==> config.mk <==
export PLATFORM = sky130hd
export DESIGN_NAME = ssd_scan_controller
export DESIGN_NICKNAME = d
export VERILOG_FILES = /design/src/rtl/ssd_pkg.sv /design/src/rtl/ssd_bcd_decoder.sv /design/src/rtl/ssd_scan_controller.sv
export SDC_FILE = /design/constraint.sdc
export NUM_CORES = 1
export LEC_CHECK = 0
export CORE_MARGIN = 4
export CORE_UTILIZATION = 35
export CTS_BUF_LIST = sky130_fd_sc_hd__clkbuf_4 sky130_fd_sc_hd__clkbuf_8
export DETAILED_ROUTE_END_ITERATION = 10
export HOLD_SLACK_MARGIN = 0.15
export MAX_ROUTING_LAYER = met4
export PLACE_DENSITY = 0.62
export SYNTH_ARGS = -nofsm -noshare
export SYNTH_HDL_FRONTEND = slang
export SYNTH_SLANG_ARGS = --single-unit
==> constraint.sdc <==
create_clock -name clock -period 3.12 [get_ports clock]
set_input_delay 0.468 -clock clock [delete_from_list [all_inputs] [get_ports clock]]
set_output_delay 0.468 -clock clock [all_outputs]
set_load 0.005 [all_outputs]
==> src/rtl/ssd_pkg.sv <==
// Shared types and segment constants for the seven-segment scan controller.
// Segment order is {g,f,e,d,c,b,a}, active-low (0 = segment lit).
package ssd_pkg;

    typedef enum logic [1:0] {
        ST_IDLE  = 2'd0,
        ST_BLANK = 2'd1,
        ST_DRIVE = 2'd2
    } state_t;

    localparam logic [6:0] SEG_OFF  = 7'h7F;
    localparam logic [6:0] SEG_DASH = 7'b0111111;

    localparam logic [6:0] SEG_0 = 7'b1000000;
    localparam logic [6:0] SEG_1 = 7'b1111001;
    localparam logic [6:0] SEG_2 = 7'b0100100;
    localparam logic [6:0] SEG_3 = 7'b0110000;
    localparam logic [6:0] SEG_4 = 7'b0011001;
    localparam logic [6:0] SEG_5 = 7'b0010010;
    localparam logic [6:0] SEG_6 = 7'b0000010;
    localparam logic [6:0] SEG_7 = 7'b1111000;
    localparam logic [6:0] SEG_8 = 7'b0000000;
    localparam logic [6:0] SEG_9 = 7'b0010000;

endpackage

==> src/rtl/ssd_bcd_decoder.sv <==
// Combinational BCD nibble to active-low seven-segment pattern.
// Non-decimal nibbles (A-F) show a dash so bad data is visible on the display.
module ssd_bcd_decoder
    import ssd_pkg::*;
(
    input  logic [3:0] bcd,
    output logic [6:0] seg
);

    always_comb begin
        seg = SEG_DASH;
        case (bcd)
            4'd0:    seg = SEG_0;
            4'd1:    seg = SEG_1;
            4'd2:    seg = SEG_2;
            4'd3:    seg = SEG_3;
            4'd4:    seg = SEG_4;
            4'd5:    seg = SEG_5;
            4'd6:    seg = SEG_6;
            4'd7:    seg = SEG_7;
            4'd8:    seg = SEG_8;
            4'd9:    seg = SEG_9;
            default: seg = SEG_DASH;
        endcase
    end

endmodule

==> src/rtl/ssd_scan_controller.sv <==
// Multiplexed seven-segment scanner with per-slot dead time and frame-boundary double buffering.
// Define LZ_BLANK_EN to suppress leading zeros on digits above digit 0.
module ssd_scan_controller
    import ssd_pkg::*;
#(
    parameter int DIGITS   = 2,
    parameter int PRESCALE = 65536,
    parameter int BLANK    = 16
) (
    input  logic                  clock,
    input  logic                  reset_n,
    input  logic                  enable,
    input  logic                  load_valid,
    output logic                  load_ready,
    input  logic [4*DIGITS-1:0]   load_bcd,
    output logic [DIGITS-1:0]     an,
    output logic [6:0]            seg,
    output logic                  frame_tick
);

    localparam int TIMER_W = $clog2(PRESCALE);
    localparam int IDX_W   = (DIGITS > 1) ? $clog2(DIGITS) : 1;
    localparam logic [TIMER_W-1:0] BLANK_LAST = TIMER_W'(BLANK - 1);
    localparam logic [TIMER_W-1:0] DRIVE_LAST = TIMER_W'(PRESCALE - BLANK - 1);
    localparam logic [IDX_W-1:0]   IDX_LAST   = IDX_W'(DIGITS - 1);

    state_t                state;
    logic [TIMER_W-1:0]    timer;
    logic [IDX_W-1:0]      idx;
    logic [4*DIGITS-1:0]   active;
    logic [4*DIGITS-1:0]   pending;
    logic                  pending_valid;

    logic [4*DIGITS-1:0]   shifted;
    logic [6:0]            dec_seg;
    logic                  lz_blank;
    logic [DIGITS-1:0]     drive_an;
    logic [6:0]            drive_seg;

    // Nibble idx lands at the bottom; the rest of shifted holds only the higher digits.
    assign shifted = active >> {idx, 2'b00};

    ssd_bcd_decoder u_decoder (
        .bcd (shifted[3:0]),
        .seg (dec_seg)
    );

`ifdef LZ_BLANK_EN
    assign lz_blank = (idx != '0) && (shifted == '0);
`else
    assign lz_blank = 1'b0;
`endif

    assign drive_an   = lz_blank ? '1 : ~(DIGITS'(1) << idx);
    assign drive_seg  = lz_blank ? SEG_OFF : dec_seg;
    assign load_ready = !pending_valid;

    always_ff @(posedge clock) begin
        if (!reset_n) begin
            state         <= ST_IDLE;
            timer         <= '0;
            idx           <= '0;
            active        <= '0;
            pending       <= '0;
            pending_valid <= 1'b0;
            an            <= '1;
            seg           <= SEG_OFF;
            frame_tick    <= 1'b0;
        end else begin
            frame_tick <= 1'b0;
            // Accept only when empty; transfers need a pending value, so the two never collide.
            if (load_valid && !pending_valid) begin
                pending       <= load_bcd;
                pending_valid <= 1'b1;
            end
            case (state)
                ST_IDLE: begin
                    an    <= '1;
                    seg   <= SEG_OFF;
                    idx   <= '0;
                    timer <= '0;
                    if (pending_valid) begin
                        active        <= pending;
                        pending_valid <= 1'b0;
                    end
                    if (enable) state <= ST_BLANK;
                end
                ST_BLANK: begin
                    if (!enable) begin
                        state <= ST_IDLE;
                        idx   <= '0;
                        timer <= '0;
                    end else if (timer == BLANK_LAST) begin
                        state      <= ST_DRIVE;
                        timer      <= '0;
                        an         <= drive_an;
                        seg        <= drive_seg;
                        frame_tick <= (idx == IDX_LAST) && (DRIVE_LAST == '0);
                    end else begin
                        timer <= timer + 1'b1;
                    end
                end
                ST_DRIVE: begin
                    if (!enable) begin
                        state <= ST_IDLE;
                        an    <= '1;
                        seg   <= SEG_OFF;
                        idx   <= '0;
                        timer <= '0;
                    end else if (timer == DRIVE_LAST) begin
                        state <= ST_BLANK;
                        timer <= '0;
                        an    <= '1;
                        seg   <= SEG_OFF;
                        if (idx == IDX_LAST) begin
                            idx <= '0;
                            if (pending_valid) begin
                                active        <= pending;
                                pending_valid <= 1'b0;
                            end
                        end else begin
                            idx <= idx + 1'b1;
                        end
                    end else begin
                        timer      <= timer + 1'b1;
                        frame_tick <= (idx == IDX_LAST) && ((timer + 1'b1) == DRIVE_LAST);
                    end
                end
                default: begin
                    state <= ST_IDLE;
                    an    <= '1;
                    seg   <= SEG_OFF;
                end
            endcase
        end
    end

endmodule

Yosys cells after proc, flatten, opt, wreduce, memory -nomap -nowiden
Memory sizes are Yosys's and may differ from the RTL's.
Cells that the tools add are included.
- register bits after elaboration: 46
- ROM bits: 112
- bits of input ports: 12
- output and inout bits: 11
- word-level logic and storage cells: 80
- memories kept: 1
- add/subtract/negate cells: 2
- equality and inequality tests: 14
- shift operators: 2
- muxes and demuxes: 37
- bitwise operators: 4
- reductions and logical operators: 11
- memories (name ; words ; bits a word ; read ports ; clocked after Yosys merged registers in ; write ports ; RTL line ; text):
    (name not given) ; 16 ; 7 ; 1 ; 0 ; 0 ; ssd_bcd_decoder.sv:12 ; case (bcd)
- operators with widths (operator ; number):
    16-bit 2-to-1 mux ; 4
    16-bit one-hot mux with 3 select lines ; 1
    16-bit equality test (second input constant) ; 2
    8-bit 2-to-1 mux ; 4
    7-bit 2-to-1 mux ; 4
    2-bit 2-to-1 mux ; 9
    16-bit by 1-bit adder with 16-bit output (second input constant) ; 1
    16-bit by 4-bit equality test with 1-bit output (second input constant) ; 1
    8-bit one-hot mux with 2 select lines ; 1
    2-bit inequality test (second input constant) ; 7
    7-bit one-hot mux with 2 select lines ; 1
    1-bit 2-to-1 mux ; 9
    3-bit AND reduction ; 3
    8-bit by 3-bit right shift with 4-bit output ; 1
    3-bit inequality test (second input constant) ; 2
    2-bit one-hot mux with 3 select lines ; 1
    2-bit one-hot mux with 2 select lines ; 1
    4-bit AND reduction ; 1
    4-bit OR reduction ; 1
    1-bit NOT ; 3
    1-bit one-hot mux with 3 select lines ; 1
    3-bit nonzero test ; 1
    2-bit by 1-bit equality test with 1-bit output (second input constant) ; 1
    2-bit equality test (second input constant) ; 1
    other kinds (8) ; 9

Logic depth before layout (Yosys ltp)
- depth in word-level cells: 8
- gate-level depth with buffers: 9
- depth with buffers taken out: 8

Hierarchy
A second synthesis with hierarchy kept.
- cell total of the unflattened synthesis: 333
- area total of the unflattened synthesis: 2839.0 um^2
- by module, submodules not included (module ; times used ; cells each ; area an instance (um^2) ; seq. area each (um^2)):
    ssd_scan_controller ; 1 ; 302 ; 2615.0 ; 920.9
    ssd_bcd_decoder ; 1 ; 31 ; 224.0 ; 0.0

Worst setup path before layout
OpenSTA, ideal clock, no wires.
- path kind: register to register
- start point: register idx
- end point: register seg[5]
- library setup time: 0.128 ns
- data arrival time: 2.002 ns
- data required time: 2.992 ns
- path slack: 0.989 ns
- stages on the path, launching flop included: 10
- buffers on the path: 1
- period minus slack after synthesis: 2.131 ns
- cells stage by stage: dfxtp_1 > clkbuf_1 > mux2i_1 > inv_1 > ha_1 > or2_2 > a21oi_1 > o21ai_0 > mux2i_1 > nand2_1
- longest elaborated chain between the ends: 5
- ends and longest elaborated chain (what ; RTL line ; text):
    start, declared ; ssd_scan_controller.sv:29 ; logic [IDX_W-1:0] idx;
    start signal, assigned ; ssd_scan_controller.sv:122 ; idx <= idx + 1'b1;
    8-bit by 3-bit right shift with 4-bit output ; ssd_scan_controller.sv:41 ; assign shifted = active >> {idx, 2'b00};
    memory 16 x 7 bit ; -- ;
    7-bit 2-to-1 mux ; ssd_scan_controller.sv:93 ; end else if (timer == BLANK_LAST) begin
    7-bit 2-to-1 mux ; ssd_scan_controller.sv:89 ; if (!enable) begin
    7-bit one-hot mux with 2 select lines ; ssd_scan_controller.sv:76 ; case (state)
    end signal, assigned ; ssd_scan_controller.sv:97 ; seg <= drive_seg;
    end, declared ; ssd_scan_controller.sv:17 ; output logic [6:0] seg,
Every way passes these cells. The select of a mux whose other input is x is not followed.
A chain may end at the register's enable or synchronous reset.

Worst setup path after layout
- start point: register timer[0]
- end point: register timer[13]
- longest elaborated chain between the ends: 4
- elaborated cells between the ends (all ways): 8
- classes of those cells: 1 x add/sub; 2 x eq/ne; 5 x mux
- ends and longest elaborated chain (what ; RTL line ; text):
    start, declared ; ssd_scan_controller.sv:28 ; logic [TIMER_W-1:0] timer;
    start signal, assigned ; ssd_scan_controller.sv:100 ; timer <= timer + 1'b1;
    start signal, assigned ; ssd_scan_controller.sv:125 ; timer <= timer + 1'b1;
    16-bit by 1-bit adder with 16-bit output, or another cell as far along ; ssd_scan_controller.sv:100, ssd_scan_controller.sv:125 ;
    16-bit 2-to-1 mux, on equally long branches ; ssd_scan_controller.sv:110, ssd_scan_controller.sv:93 ;
    16-bit 2-to-1 mux, on equally long branches ; ssd_scan_controller.sv:104, ssd_scan_controller.sv:89 ;
    16-bit one-hot mux with 3 select lines * ; ssd_scan_controller.sv:76 ;
Every way passes the cells marked *; elsewhere a longest branch is shown, timed or not.

==> run_results.csv <==
group,metric,value,unit
sta,rsz0062_at_grt,"false",
die,placement_rows,30,
setup_path,worstPathArrival,2600,ps
routing,drc,0,
clocking,postCtsHoldBufs,0,
power_and_ir_drop,p_int,908.3,uW
final_layout,final_cell_mix,"46 x dfxtp_1, 39 x nand2_1, 29 x o21ai_0",
die,die-height,93.71,um
synth,yosysWarningCount,0,
die,initial_utilization,36.83,%
flow_run,max_cap_violations,0,
final_layout,instances_no_fill,423,
sta,relSlewSlack,37.73,%
clocking,post_cts_resize_count,0,
placement,dpl.hpwl,3825,um
die,ios,23,
global_route,grt_usage,13.03,%
final_layout,n_antenna_cell,0,
routing,drtPass1Iterations,4,
sta,period_minus_slack,2392,ps
global_route,antenna_found_initial,0,
sta,fin_crit_sh,76.67,%
routing,drt_wl_total,5340,um
routing,vias,2164,
power_and_ir_drop,power_switching,378.2,uW
final_layout,area_growth,14.60,%
sta,hold_viol,0,
global_route,grt_max_degree,42,
placement,post_dp_cell_area,0.002849,mm2
routing,wl_per_cell,12.62,um
global_route,grt-ovfl-total,0,
clocking,post-cts-setup-buffers,0,
synth,synth_ff_type,"dfxtp_1",
setup_path,critPathMaxFanout,17,
clocking,path_clk_slew,100,ps
synth,ys_types,47,
setup_path,path_class,"flip-flop to flip-flop",
setup_path,startpoint_type,"flip-flop",
synth,syn_nets,338,
die,fp.dieArea,0.008782,mm2
sta,finClkSkew,8.110,ps
routing,ant_nets,0,
status,status,"complete, no violations",
final_layout,final_common_cell,"dfxtp_1",
final_layout,drive_above_1_share,7.645,%
placement,dp_cells,415,
final_layout,final_core_util,42.20,%
die,coreArea,0.006982,mm2
power_and_ir_drop,pwr-share-seq,49.8,%
power_and_ir_drop,clock_power_share,31.4,%
clocking,numCtsBuffers,5,
final_layout,nets,349,
routing,drt_iter0_drc,123,
power_and_ir_drop,p_leak,1.099,nW
power_and_ir_drop,worst_ir_drop_vdd,0.1791,mV
setup_path,crit_path_end_kind,"flip-flop",
global_route,grt_pass1_vias,1896,
clocking,cts_tree,"done",
clocking,clk_latency,310,ps
power_and_ir_drop,p_per_area,436.6,mW/mm2
clocking,cts_max_path_buffers,2,
placement,place_congestion,0.7992,
clocking,cts_root_buffer,"clkbuf_8",
placement,port_buffers,22,
power_and_ir_drop,power_frac_comb,18.8,%
sta,maxSlewViolCount,0,
synth,postSynthAreaPerCell,8.163,um2
synth,async_reset_ff_share,0,%
die,die_w,93.71,um
power_and_ir_drop,swShare,29.40,%
routing,via_per_inst,5.116,
sta,max_freq,418.0,MHz
synth,ys_seq_area_share,35.82,%
synth,synth_cells,315,
setup_path,cp.required,3330,ps
power_and_ir_drop,total_power,1.286,mW
synth,netlist_area,0.002571,mm2
final_layout,stdcell_area,0.002947,mm2
min_path,min_path_type,"flip-flop to flip-flop",
global_route,grt_pass1_wl,9066,um
synth,synth_edf_count,0,
clocking,clock-sinks,46,
sta,fin_setup_tns,0,ps
sta,tightest_slew,927.9,ps
synth,ys_ff_latch,46,
sta,setup_viol,0,
clocking,htree_num_levels,2,
## cell type report
cell class | instances | area (um2)
multi-input cells | 238 | 1528
fillers | 725 | 4035
repair buffers | 25 | 242.7
clock buffers | 5 | 68.82
well taps | 96 | 120.1
flip-flops and latches | 46 | 920.9
clock inverters | 3 | 28.78
inverters | 10 | 37.54
## Yosys cell counts, drive strengths merged (2+ instances only)
library cell / instances / area share [%]
a21bo: 2 / 0.78
a21boi: 5 / 1.5
a21o: 2 / 0.58
a21oi: 13 / 2.5
a221o: 2 / 0.78
a22o: 2 / 0.68
a31oi: 5 / 1.2
and2: 5 / 1.2
and3: 7 / 1.7
and4: 2 / 0.68
buf: 5 / 0.97
clkbuf: 16 / 2.3
dfxtp: 46 / 36
ha: 11 / 5.4
inv: 10 / 1.5
mux2: 2 / 0.88
mux2i: 19 / 7.4
nand2: 40 / 5.9
nand3: 24 / 4.9
nand3b: 2 / 0.58
nand4: 4 / 0.97
nor2: 12 / 1.8
nor2b: 15 / 3.6
nor3: 2 / 0.39
nor3b: 2 / 0.58
nor4: 5 / 1.2
o211a: 2 / 1.1
o21ai: 31 / 6.0
o31ai: 5 / 2.0
or2: 3 / 0.73
or3: 4 / 0.97
## final timing paths
path / startpoint / endpoint / slack (ps) / cells past startpoint
worst max-delay path: timer[0] / timer[13] / 730 / 7
worst min-delay path: pending[2] / active[2] / 470 / 2
worst max register to register: timer[0] / timer[13] / 730 / 7
worst min register to register: pending[2] / active[2] / 470 / 2
## stage by stage
step	setup WS [ps]	hold WS, ps
final	727.8	467.2
after global routing	530.6	489.1
after CTS	721.6	471.0
after detailed placement	595.0	455.2
after global placement	688.3	450.6
after floorplan	989.1	435.3
## registers in the layout, indices dropped and copies added, names as in the netlist, 2 cells and up
signal and flops:
an 2, timer 16, active 8, seg 7, pending 8, state 2
## critical path, cell delays in order, from the launching register on
cell     delay, ps
dfxtp_1        430
ha_1           340
and3_1         270
nand2_1        150
o31a_1         350
o211a_4        330
and3_1         180
a221o_1        250
## layer usage
metal / GRT usage [%] / part of all wire (%)
met1: 17.86 / 51
met2: 18.75 / 43
met4: 5.054 / 1.6
met5: - / 0
met3: 2.724 / 4.2
## kinds of logic after synthesis
logic type,Yosys count,synth area share [%]
AOI/OAI and AO/OA,75,19.17
xor gates and xnor gates,2,0.6814
adders and majority gates,11,5.353
buffers and inverters,31,4.769
DFF,46,35.81
muxes,21,8.272
and+or+nand+nor,129,25.94
## power groups by stage
stage	Sequential [mW]	Combinational, mW	Clock, mW
final	0.641	0.241	0.404
after global routing	0.646	0.271	0.442
after CTS	0.642	0.245	0.419
after detailed placement	0.655	0.243	0
after global placement	0.654	0.240	0
after floorplan	0.651	0.162	0
No activity file was read; power rests on OpenSTA's default activity.
